[src/rtl/bpsk_tx_scheduler_if.sv]
// Receiver-to-modulator bundle for bpsk_tx_scheduler: frame ingress, burst
// outputs and status counters. The scheduler uses slave; the driver uses master.
interface bpsk_tx_scheduler_if #(
    parameter int DATA_WIDTH = 8
);
    logic                  rx_done;
    logic [DATA_WIDTH:0]   rx_data;
    logic                  tx_enable;
    logic                  mod_en;
    logic [DATA_WIDTH:0]   mod_data;
    logic                  mod_bit;
    logic                  bit_strobe;
    logic                  busy;
    logic                  fifo_full;
    logic                  err;
    logic [7:0]            err_cnt;
    logic [7:0]            ovf_cnt;

    modport slave (
        input  rx_done, rx_data, tx_enable,
        output mod_en, mod_data, mod_bit, bit_strobe, busy, fifo_full,
               err, err_cnt, ovf_cnt
    );

    modport master (
        output rx_done, rx_data, tx_enable,
        input  mod_en, mod_data, mod_bit, bit_strobe, busy, fifo_full,
               err, err_cnt, ovf_cnt
    );
endinterface

[src/rtl/bpsk_tx_scheduler.sv]
// Parity-checks received frames, queues good ones, and plays them out to the
// BPSK modulator as LSB-first bursts separated by a fixed idle gap.
module bpsk_tx_scheduler #(
    parameter int DATA_WIDTH = 8,
    parameter int FIFO_DEPTH = 4,
    parameter int SYM_CYCLES = 4,
    parameter int GAP_CYCLES = 2
) (
    input  logic               clk,
    input  logic               arst,
    bpsk_tx_scheduler_if.slave bus
);
    localparam int PW = $clog2(FIFO_DEPTH);
    localparam int BW = (DATA_WIDTH > 1) ? $clog2(DATA_WIDTH) : 1;
    localparam int SW = (SYM_CYCLES > 1) ? $clog2(SYM_CYCLES) : 1;
    localparam int GW = (GAP_CYCLES > 1) ? $clog2(GAP_CYCLES) : 1;

    typedef enum logic [1:0] {IDLE, LOAD, SEND, GAP} state_t;
    state_t state, state_nx;

    logic [DATA_WIDTH:0]   mem [FIFO_DEPTH];
    logic [PW-1:0]         wr_ptr, rd_ptr;
    logic [PW:0]           count;
    logic [DATA_WIDTH:0]   mod_data;
    logic [DATA_WIDTH-1:0] payload;
    logic [BW-1:0]         bit_idx;
    logic [SW-1:0]         sym_cnt;
    logic [GW-1:0]         gap_cnt;
    logic                  err_q;
    logic [7:0]            err_cnt, ovf_cnt;

    logic good, bad, full, empty, pop, push, drop;
    logic sym_last, bit_last, gap_last;

    assign good  = bus.rx_done & ~(^bus.rx_data);
    assign bad   = bus.rx_done &  (^bus.rx_data);
    assign full  = (count == (PW+1)'(FIFO_DEPTH));
    assign empty = (count == '0);
    assign pop   = (state == LOAD);
    // A full queue still accepts a frame when LOAD frees a slot on the same edge.
    assign push  = good & (~full | pop);
    assign drop  = good & full & ~pop;

    assign sym_last = (sym_cnt == SW'(SYM_CYCLES - 1));
    assign bit_last = (bit_idx == BW'(DATA_WIDTH - 1));
    assign gap_last = (gap_cnt == GW'(GAP_CYCLES - 1));

    always_ff @(posedge clk) begin
        if (push) mem[wr_ptr] <= bus.rx_data;
    end

    always_ff @(posedge clk or negedge arst) begin
        if (!arst) begin
            wr_ptr <= '0;
            rd_ptr <= '0;
            count  <= '0;
        end else begin
            if (push) wr_ptr <= wr_ptr + 1'b1;
            if (pop)  rd_ptr <= rd_ptr + 1'b1;
            if (push && !pop)      count <= count + 1'b1;
            else if (pop && !push) count <= count - 1'b1;
        end
    end

    always_ff @(posedge clk or negedge arst) begin
        if (!arst) begin
            err_q   <= 1'b0;
            err_cnt <= '0;
            ovf_cnt <= '0;
        end else begin
            err_q <= bad;
            if (bad && err_cnt != 8'hFF)  err_cnt <= err_cnt + 8'd1;
            if (drop && ovf_cnt != 8'hFF) ovf_cnt <= ovf_cnt + 8'd1;
        end
    end

    always_ff @(posedge clk or negedge arst) begin
        if (!arst) state <= IDLE;
        else       state <= state_nx;
    end

    always_comb begin
        state_nx = state;
        case (state)
            IDLE: if (!empty && bus.tx_enable) state_nx = LOAD;
            LOAD: state_nx = SEND;
            SEND: if (sym_last && bit_last) state_nx = GAP;
            GAP:  if (gap_last) state_nx = (!empty && bus.tx_enable) ? LOAD : IDLE;
            default: state_nx = IDLE;
        endcase
    end

    // mod_data is left alone after a burst so the last frame stays visible.
    always_ff @(posedge clk or negedge arst) begin
        if (!arst) begin
            mod_data <= '0;
            bit_idx  <= '0;
            sym_cnt  <= '0;
            gap_cnt  <= '0;
        end else begin
            case (state)
                LOAD: begin
                    mod_data <= mem[rd_ptr];
                    bit_idx  <= '0;
                    sym_cnt  <= '0;
                    gap_cnt  <= '0;
                end
                SEND: begin
                    if (sym_last) begin
                        sym_cnt <= '0;
                        bit_idx <= bit_idx + 1'b1;
                    end else begin
                        sym_cnt <= sym_cnt + 1'b1;
                    end
                end
                GAP: gap_cnt <= gap_cnt + 1'b1;
                default: ;
            endcase
        end
    end

    assign payload        = mod_data[DATA_WIDTH-1:0];
    assign bus.mod_en     = (state == SEND);
    assign bus.mod_data   = mod_data;
    assign bus.mod_bit    = (state == SEND) & payload[bit_idx];
    assign bus.bit_strobe = (state == SEND) & (sym_cnt == '0);
    assign bus.busy       = (state != IDLE);
    assign bus.fifo_full  = full;
    assign bus.err        = err_q;
    assign bus.err_cnt    = err_cnt;
    assign bus.ovf_cnt    = ovf_cnt;
endmodule

[src/flat_wrapper.sv]
// flat-port wrapper written by rule: the top's interface ports become plain ports
module bpsk_tx_scheduler_flat 
#(
    parameter int DATA_WIDTH = 8,
    parameter int FIFO_DEPTH = 4,
    parameter int SYM_CYCLES = 4,
    parameter int GAP_CYCLES = 2
)
  (clk, arst, bus_rx_done, bus_rx_data, bus_tx_enable, bus_mod_en, bus_mod_data, bus_mod_bit, bus_bit_strobe, bus_busy, bus_fifo_full, bus_err, bus_err_cnt, bus_ovf_cnt);
  bpsk_tx_scheduler_if #(.DATA_WIDTH(DATA_WIDTH)) bus_i ();
  input  logic clk;
  input  logic arst;
  input wire logic [$bits(bus_i.rx_done)-1:0] bus_rx_done;
  input wire logic [$bits(bus_i.rx_data)-1:0] bus_rx_data;
  input wire logic [$bits(bus_i.tx_enable)-1:0] bus_tx_enable;
  output wire logic [$bits(bus_i.mod_en)-1:0] bus_mod_en;
  output wire logic [$bits(bus_i.mod_data)-1:0] bus_mod_data;
  output wire logic [$bits(bus_i.mod_bit)-1:0] bus_mod_bit;
  output wire logic [$bits(bus_i.bit_strobe)-1:0] bus_bit_strobe;
  output wire logic [$bits(bus_i.busy)-1:0] bus_busy;
  output wire logic [$bits(bus_i.fifo_full)-1:0] bus_fifo_full;
  output wire logic [$bits(bus_i.err)-1:0] bus_err;
  output wire logic [$bits(bus_i.err_cnt)-1:0] bus_err_cnt;
  output wire logic [$bits(bus_i.ovf_cnt)-1:0] bus_ovf_cnt;
  assign bus_i.rx_done = bus_rx_done;
  assign bus_i.rx_data = bus_rx_data;
  assign bus_i.tx_enable = bus_tx_enable;
  assign bus_mod_en = bus_i.mod_en;
  assign bus_mod_data = bus_i.mod_data;
  assign bus_mod_bit = bus_i.mod_bit;
  assign bus_bit_strobe = bus_i.bit_strobe;
  assign bus_busy = bus_i.busy;
  assign bus_fifo_full = bus_i.fifo_full;
  assign bus_err = bus_i.err;
  assign bus_err_cnt = bus_i.err_cnt;
  assign bus_ovf_cnt = bus_i.ovf_cnt;
  bpsk_tx_scheduler #(.DATA_WIDTH(DATA_WIDTH), .FIFO_DEPTH(FIFO_DEPTH), .SYM_CYCLES(SYM_CYCLES), .GAP_CYCLES(GAP_CYCLES)) u_core (.clk(clk), .arst(arst), .bus(bus_i));
endmodule
[config.mk]
export PLATFORM = sky130hd
export DESIGN_NAME = bpsk_tx_scheduler_flat
export DESIGN_NICKNAME = d
export VERILOG_FILES = /design/src/rtl/bpsk_tx_scheduler_if.sv /design/src/rtl/bpsk_tx_scheduler.sv /design/src/flat_wrapper.sv
export SDC_FILE = /design/constraint.sdc
export NUM_CORES = 1
export LEC_CHECK = 0
export ABC_CLOCK_PERIOD_IN_PS = 4100
export CAP_MARGIN = 40
export CORE_ASPECT_RATIO = 0.5
export CORE_MARGIN = 3
export CORE_UTILIZATION = 30
export CTS_BUF_LIST = sky130_fd_sc_hd__clkbuf_8
export CTS_CLUSTER_DIAMETER = 80
export CTS_CLUSTER_SIZE = 28
export DETAILED_ROUTE_END_ITERATION = 10
export GPL_ROUTABILITY_DRIVEN = 0
export GPL_TIMING_DRIVEN = 0
export SLEW_MARGIN = 20
export SYNTH_ARGS = -nofsm -noshare
export SYNTH_HDL_FRONTEND = slang
export SYNTH_SLANG_ARGS = --single-unit
[constraint.sdc]
create_clock -name clk -period 4.1 [get_ports clk]
set_input_delay 0.615 -clock clk [delete_from_list [all_inputs] [get_ports clk]]
set_output_delay 0.615 -clock clk [all_outputs]
set_load 0.1 [all_outputs]
### Yosys cells after proc, flatten, opt, wreduce, memory -nomap -nowiden

Memory sizes are Yosys's and may differ from the RTL's. A register that Yosys moved wholly into a read port is not among the register bits.
Cells that the tools add are included.

| cells by class | value |
|---|---|
| mux-type cells | 16 |
| reduce and logical (&&, ||, !) cells | 20 |
| bitwise gates (word level) | 11 |
| order comparisons | 1 |
| equal/unequal tests | 12 |
| add/sub/neg operators | 9 |

Operators by type and width:

| operator | number |
|---|---|
| $add A8 B1 Y8 const B | 2 |
| $ne A8 B8 Y1 const B | 2 |
| $mux W3 | 3 |
| $reduce_xor A9 Y1 | 1 |
| $mux W2 | 4 |
| $ne A2 B1 Y1 const B | 4 |
| $pmux W2 S4 | 1 |
| $reduce_bool A2 Y1 | 4 |
| $and A1 B1 Y1 | 7 |
| $add A2 B1 Y2 const B | 3 |
| $add A3 B1 Y3 const B | 2 |
| $eq A2 B2 Y1 const B | 3 |
| $eq A3 B3 Y1 const B | 2 |
| $logic_and A1 B1 Y1 | 6 |
| $pmux W3 S2 | 1 |
| $logic_not A1 Y1 | 4 |
| $logic_not A2 Y1 | 2 |
| $lt A3 B4 Y1 const B | 1 |
| $mux W1 | 4 |
| $pmux W2 S2 | 1 |
| $bmux W1 S3 | 1 |
| $logic_not A3 Y1 | 1 |
| $not A1 Y1 | 3 |
| $reduce_and A3 Y1 | 1 |
| other kinds (6) | 6 |

| storage, ports and cells | value |
|---|---|
| input bits | 13 |
| memories kept | 1 |
| output and inout bits | 31 |
| flip-flop bits (word level) | 32 |
| bits in writable memories | 36 |

Memory list:

| name | words | bits a word | read ports | clocked after memory_dff | write ports | RTL line | source |
|---|---|---|---|---|---|---|---|
| u_core.mem | 4 | 9 | 1 | 1 | 1 | bpsk_tx_scheduler.sv:21 | `logic [DATA_WIDTH:0] mem [FIFO_DEPTH];` |

### Longest topological paths before layout

Gate-level depths: netlist of the first run.

| logic depth | value |
|---|---|
| word-level depth | 8 |
| mapped depth | 12 |
| mapped depth without buffers | 11 |

### Least setup slack after synthesis of the first run

Ideal clock, no wire load.

| path | value |
|---|---|
| path type | register to output |
| from | register u_core.state[0] |
| to | output port bus_mod_bit |
| arrival | 2.995 ns |
| setup slack | 0.490 ns |
| buffers on the path | 1 |
| stages on the path, launching flop included | 5 |
| required time | 3.485 ns |
| cells stage by stage | dfrtp_1 > inv_1 > ha_1 > clkbuf_1 > nor2b_1 |

| on the way | value |
|---|---|
| cells in the longest elaborated chain, start to end | 2 |

Ends and longest elaborated chain:

| item | RTL line | source |
|---|---|---|
| from (decl) | bpsk_tx_scheduler.sv:19 | `state_t state, state_nx;` |
| from (signal assigned) | bpsk_tx_scheduler.sv:79 | `else state <= state_nx;` |
| $eq A2 B2 Y1 | n/a |  |
| via bus_mod_en | flat_wrapper.sv:16 | `output wire logic [$bits(bus_i.mod_en)-1:0] bus_mod_en;` |
| $and A1 B1 Y1 | bpsk_tx_scheduler.sv:125 | `assign bus.mod_bit = (state == SEND) & payload[bit_idx];` |
| to (decl) | flat_wrapper.sv:18 | `output wire logic [$bits(bus_i.mod_bit)-1:0] bus_mod_bit;` |

The timed path passes the listed nets, and every way through them passes these cells.

### Final worst setup path of the first run

| path | value |
|---|---|
| from | input port bus_rx_data[2] |
| to | register u_core.count[2] |

| on the way | value |
|---|---|
| cells in the longest elaborated chain, start to end | 7 |
| elaborated cells between the ends (all ways) | 9 |

Ends and longest elaborated chain:

| item | RTL line | source |
|---|---|---|
| from (decl) | flat_wrapper.sv:14 | `input wire logic [$bits(bus_i.rx_data)-1:0] bus_rx_data;` |
| $reduce_xor A9 Y1 (*) | bpsk_tx_scheduler.sv:35 | `assign good = bus.rx_done & ~(^bus.rx_data);` |
| $not A1 Y1 (*) | bpsk_tx_scheduler.sv:35 |  |
| $and A1 B1 Y1 (*) | bpsk_tx_scheduler.sv:35 |  |
| $and A1 B1 Y1 (*) | bpsk_tx_scheduler.sv:41 | `assign push = good & (~full \| pop);` |
| via u_core.push | bpsk_tx_scheduler.sv:32 | `logic good, bad, full, empty, pop, push, drop;` |
| $logic_not A1 Y1 | bpsk_tx_scheduler.sv:61 | `else if (pop && !push) count <= count - 1'b1;` |
| $logic_and A1 B1 Y1 | bpsk_tx_scheduler.sv:61 |  |
| $reduce_bool A2 Y1 (no source line) | n/a |  |
| to (signal assigned) | bpsk_tx_scheduler.sv:60 | `if (push && !pop) count <= count + 1'b1;` |
| to (signal assigned) | bpsk_tx_scheduler.sv:61 |  |
| to (decl) | bpsk_tx_scheduler.sv:23 | `logic [PW:0] count;` |

Mark *: on every way through the listed nets, which the timed path passes. The rest lies on a longest branch.
A chain may end at the register's enable or synchronous reset.

==> metrics.csv, run 1 <==
metric,value,unit
cp_max_fo,10,
cellPowerDensity,828,mW/mm²
fillers,1022,
num_antenna_cells,0,
hpwl,5140,µm
p_clk_share,14.3,%
status,finished clean,
dpl.cell_count,469,
grtUsageTotal,11.5,%
endpoint_kind,flip-flop,
syn_area_per_cell,15.2,µm²
max_slew_margin,56.6,%
ys_seq_elements,77,
io_pins,44,
crit_slowest_cell,clkdlybuf4s50_1,
start_util,31.7,%
die_w,161,µm
fmax,301,MHz
dr.pass1.iters,4,
syn_inst,236,
vias_per_cell,4.46,
leakage,2.00,nW
rsz0062_at_grt,false,
yosysWarnings,0,
drc,0,
p_int,0.00224,W
vias,2163,
cpPeakStageDelay,0.57,ns
cts_resized,0,
final_cell_count_no_fill,485,
first_global_vias,2384,
syn_to_final_growth,36.5,%
port_buffers,42,
hold_violations,0,
grt-ovfl-total,0,
insertion_delay,0.36,ns
finalCriticalPeriod,3.32,ns
cts_made_buffers,9,
path_class,input pin to flip-flop,
grt_max_degree,25,
cts_root_buf,clkbuf_8,
fin_crit_sh,81.0,%
seq_power_share,29.1,%
multi_input_area,0.00142,mm²
synthFlopType,dfrtp_1,
die_area,0.0134,mm²
synth_cell_type_count,44,
clkSlewWorstSetupHoldPaths,0.09,ns
rows,27,
synth_area_leaders,"edfxtp_1 (30%), dfrtp_1 (29%), mux4_2 (6.9%)",
worst_pin_slew,0.651,ns
htreeDepth,3,
die_h,83.4,µm
grt_pass1_wl,11900,µm
netSwitchingPower,0.00183,W
crit_path_start_kind,input pin,
yosys.cell_count.top_type,dfrtp_1,
synth_top_cell_by_area,edfxtp_1,
synth_top_area_share,30.1,%
hold_class,input pin to async pin,
synthTopCellsByCount,"dfrtp_1 (41), edfxtp_1 (36), ha_1 (15), mux2_2 (15), xor2_1 (15)",
holdBufCountCts,0,
clkSinkCount,77,
report.final.slew_viol_count,0,
wl_per_cell,14.6,µm
required,4.37,ns
path_cells,"clkdlybuf4s50_1, xor2_1, xnor3_2, xnor2_4, nor2_2, ha_1, inv_1, fa_1, xor2_1, nor2_1, xor2_1",
synthArstFlopShare,53.2,%
crit_top_cell,xor2_1,
yosysSeqAreaShare,58.6,%
drive_above_1_share,27.0,%
combinationalPowerShare,56.6,%
post-cts-setup-buffers,0,
finalClockSkew,0.0121,ns
synth_edf_count,36,
seq_area,0.00211,mm²
ant_nets,0,
core,0.0114,mm²
drt_wl_total,7070,µm
antenna_found_initial,0,
fin_nets,350,
fin_setup_tns,0,ns
power,0.00407,W
clockBufferDepth,2,
setup_violations,0,
crit_arrival,3.60,ns
max-vdd-ir-drop,0.000393,V
cap_violations,0,
whs,0.191,ns
synth_nets,265,
sw_frac_of_total,45.0,%
drt-initial-drc-count,62,
cts_tree,built,
syn_area,0.00360,mm²
-- routing by layer --
metal | vias up | track usage (%) | part of all wire, %
met2 | 39 | 17.5 | 48
met3 | 9 | 4.04 | 3.8
li1 | 1036 | - | -
met1 | 1079 | 15.0 | 47
met4 | 0 | 4.37 | 1.5
met5 | - | 0 | 0
-- worst paths after layout --
| path | startpoint | end | slack [ns] | depth (start not counted) |
|---|---|---|---|---|
| min | arst | u_core.sym_cnt[0]$_DFFE_PN0P_ | 0.19 | 1 |
| max reg2reg | u_core.state[1]$_DFFE_PN0P_ | u_core.count[1]$_DFFE_PN0P_ | 1.42 | 10 |
| min reg2reg | u_core.gap_cnt$_DFFE_PN0P_ | u_core.gap_cnt$_DFFE_PN0P_ | 0.49 | 1 |
| max | bus_rx_data[2] | u_core.count[2]$_DFFE_PN0P_ | 0.78 | 11 |
| min in group clk | u_core.gap_cnt$_DFFE_PN0P_ | u_core.gap_cnt$_DFFE_PN0P_ | 0.49 | 1 |
| max in group asynchronous | arst | u_core.bus.ovf_cnt[3]$_DFFE_PN0P_ | 3.41 | 2 |
-- cells by family (layout without fill, tap and decap cells) --
kind of cell | count (synthesis) | in the layout | share of synthesized area [%]
adder cells (fa/ha/maj) | 16 | 16 | 5.77
multiplexers | 29 | 29 | 12.8
AND/OR/NAND/NOR | 56 | 56 | 9.77
buffers and inverters | 16 | 106 | 1.91
flip-flops | 77 | 77 | 58.6
AO/OA/AOI/OAI | 16 | 16 | 3.10
XOR/XNOR | 26 | 26 | 8.07
-- final cells by class --
class | instances | area share [%]
sequential | 77 | 42.9
clock buffer | 10 | 2.80
inverter | 10 | 0.765
timing repair buffer | 74 | 18.6
buffer | 6 | 0.637
multi-input combinational | 143 | 29.0
tap | 159 | 4.05
clock inverter | 6 | 1.25
-- critical path, delay by kind of cell --
kind,cells,cell delay (ns)
xor gates and xnor gates,5,1.29
buffers and inverters,2,0.63
adders and majority gates,2,0.62
and+or+nand+nor,2,0.42
-- placed cells by master, fill, tap and decap left out, types with 5 or more instances in the layout --
cell             instances
o21ai_0                  6
inv_1                   11
nor2_1                   8
dfrtp_1                 41
edfxtp_1                36
nand2_1                  9
xor2_1                  15
nand3_1                  5
xnor2_1                  7
clkdlybuf4s50_1         41
ha_1                    15
mux2_2                  15
and2_1                   6
mux4_2                  11
clkbuf_8                10
buf_8                   30
-- stage by stage --
| step | setup WS (ns) | util, % | instance area, µm² |
|---|---|---|---|
| 2_1_floorplan | 0.490 | - | 3600 |
| 3_3_place_gp | 0.527 | 37.1 | 4220 |
| 3_5_place_dp | 0.385 | 41.5 | 4710 |
| 4_1_cts | 0.759 | 43.2 | 4910 |
| 5_1_grt | 0.613 | 43.2 | 4910 |
| 6_report | 0.779 | 43.2 | 4910 |
-- flip-flops by register name, indices dropped and copies added (netlist names) --
register	count
u_core.bit_idx	3
u_core.mem	36
u_core.gap_cnt	1
u_core.bus.ovf_cnt	8
u_core.rd_ptr	2
u_core.bus.err_cnt	8
u_core.bus.mod_data	9
u_core.state	2
u_core.count	3
u_core.sym_cnt	2
u_core.wr_ptr	2
u_core.bus.err	1
-- power by group through the flow --
| stage | Combinational [W] | Sequential, W | Clock (W) |
|---|---|---|---|
| 3_3_place_gp | 0.00188 | 0.00118 | 0 |
| 6_report | 0.00230 | 0.00118 | 0.000579 |
| 3_5_place_dp | 0.00232 | 0.00120 | 0 |
| 2_1_floorplan | 0.000850 | 0.00181 | 0 |
| 5_1_grt | 0.00243 | 0.00122 | 0.000631 |
| 4_1_cts | 0.00233 | 0.00118 | 0.000603 |
Note: power is estimated with default switching activity, not from simulation.
==> run 2, diff against run 1 <==
ABC_CLOCK_PERIOD_IN_PS = 2800   (was 4100)
clock period = 2.8 ns   (was 4.1 ns; I/O delays follow)
==> metrics.csv, run 2 (same netlist as run 1, synthesis figures left out) <==
metric,value,unit,change
status,finished clean,,unchanged
antenna_found_initial,0,,unchanged
final_cell_mix,"dfrtp_1 (41), clkdlybuf4s50_1 (38), edfxtp_1 (36)",,"was clkdlybuf4s50_1 (41), dfrtp_1 (41), edfxtp_1 (36)"
cap_violations,0,,unchanged
fin_setup_tns,0,ns,unchanged
min-delay-start,bus_rx_data[2],,
worst_pin_slew,0.632,ns,was 0.651 ns
wl_per_cell,14.3,µm,was 14.6 µm
drt-initial-drc-count,109,,was 62
num_antenna_cells,0,,unchanged
setup_violations,0,,unchanged
grt_max_degree,25,,unchanged
largest_reg_flops,36,,unchanged
report.final.slew_viol_count,0,,unchanged
dpl.cell_count,469,,unchanged
clkSinkCount,77,,unchanged
htreeDepth,3,,unchanged
fin_crit_sh,95.6,%,
syn_to_final_growth,38.3,%,was 36.5%
cts_tree,built,,unchanged
crit_path_start_kind,input pin,,unchanged
required,3.07,ns,was 4.37 ns
finalClockSkew,0.0162,ns,was 0.0121 ns
leakage,2.06,nW,was 2.00 nW
drt_wl_total,6960,µm,was 7070 µm
first_global_vias,2395,,was 2384
max-vdd-ir-drop,0.000780,V,was 0.000393 V
grtUsageTotal,11.4,%,was 11.5%
final_common_cell,dfrtp_1,,
fmax,374,MHz,
cts_made_buffers,9,,unchanged
timing.rr.start,u_core.state[0]$_DFFE_PN0P_,,was u_core.state[1]$_DFFE_PN0P_
endpoint_kind,flip-flop,,unchanged
vias,2176,,was 2163
path_class,input pin to flip-flop,,unchanged
die_w,161,µm,unchanged
vias_per_cell,4.46,,about the same
dr.pass1.iters,4,,unchanged
cellPowerDensity,1200,mW/mm²,was 828 mW/mm²
grt_pass1_wl,12100,µm,was 11900 µm
start_util,31.7,%,unchanged
crit_arrival,2.94,ns,was 3.60 ns
port_buffers,42,,unchanged
drive_above_1_share,28.9,%,was 27.0%
drc,0,,unchanged
core,0.0114,mm²,unchanged
reg_top3,"u_core.mem x36, u_core.bus.mod_data x9",,unchanged
clkSlewWorstSetupHoldPaths,0.08,ns,was 0.09 ns
hpwl,5110,µm,was 5140 µm
finalCriticalPeriod,2.68,ns,
regMostFlops,u_core.mem,,unchanged
max_slew_margin,57.8,%,was 56.6%
critPathLaunch,bus_rx_data[6],,was bus_rx_data[2]
rows,27,,unchanged
whs,0.415,ns,was 0.191 ns
hold_class,input pin to flip-flop,,was input pin to async pin
clockBufferDepth,2,,unchanged
final_cell_count_no_fill,488,,was 485
die_h,83.4,µm,unchanged
cp_max_fo,5,,was 10
rsz0062_at_grt,false,,unchanged
hold_violations,0,,unchanged
io_pins,44,,unchanged
fin_nets,353,,was 350
cts_root_buf,clkbuf_8,,unchanged
ant_nets,0,,unchanged
insertion_delay,0.35,ns,was 0.36 ns
grt-ovfl-total,0,,unchanged
die_area,0.0134,mm²,unchanged
-- run 2: worst paths after layout --
kind,cells past startpoint,slack [ns],to
max in group asynchronous,3,1.75,u_core.bus.ovf_cnt[5]$_DFFE_PN0P_
hold / removal,1,0.41,u_core.mem[1][2]$_DFFE_PP_
setup reg to reg,9,0.17,u_core.count[1]$_DFFE_PN0P_
min in group asynchronous,2,0.54,u_core.sym_cnt[1]$_DFFE_PN0P_
setup / recovery,11,0.12,u_core.count[2]$_DFFE_PN0P_
hold reg to reg,1,0.49,u_core.gap_cnt$_DFFE_PN0P_
-- run 2: area by class of cell --
| cell class | instances | area [µm²] |
|---|---|---|
| Buffer | 5 | 27.5 |
| Clock buffer | 10 | 138 |
| Clock inverter | 6 | 61.3 |
| Fill cell | 1034 | 6380 |
| Inverter | 10 | 37.5 |
| Multi-Input combinational cell | 143 | 1440 |
| Sequential cell | 77 | 2110 |
| Tap cell | 159 | 199 |
| Timing Repair Buffer | 78 | 962 |
-- run 2: repair_timing --
action	in CTS	in global routing
hold buffers	1	0
gates resized for setup	2	3
buffers inserted	2	1
pin swaps	4	2
endpoints found under the hold margin	11	0
endpoints found under the setup margin	11	4
-- run 2: critical path, stage by stage --
cell,delay [ns]
clkdlybuf4s50_1,0.58
xnor2_2,0.15
xnor3_2,0.43
xnor2_4,0.17
nor2_4,0.15
ha_1,0.19
inv_1,0.06
fa_1,0.37
xor2_1,0.17
nor2_1,0.11
xor2_1,0.15
-- run 2: through the flow --
| step | cell area, µm² | power, W | worst slack, ns | util [%] |
|---|---|---|---|---|
| after global routing | 4970 | 0.00631 | 0.00348 | 43.8 |
| after CTS | 4960 | 0.00606 | 0.0138 | 43.7 |
| after floorplan | 3610 | 0.00391 | -0.103 | - |
| after detailed placement | 4730 | 0.00518 | -0.687 | 41.7 |
| final | 4970 | 0.00599 | 0.123 | 43.8 |
| after global placement | 4230 | 0.00450 | -0.578 | 37.2 |
-- run 2: layer usage --
| layer | wire (µm) | track usage (%) |
|---|---|---|
| met5 | 0 | 0 |
| met4 | 64 | 3.51 |
| met3 | 255 | 3.74 |
| met2 | 3460 | 18.5 |
| met1 | 3180 | 14.5 |
-- run 2: power by group --
part | internal [W] | switching (W)
logic | 0.00139 | 0.00203
registers | 0.00149 | 0.000235
clock network | 0.000435 | 0.000406
total | 0.00332 | 0.00267
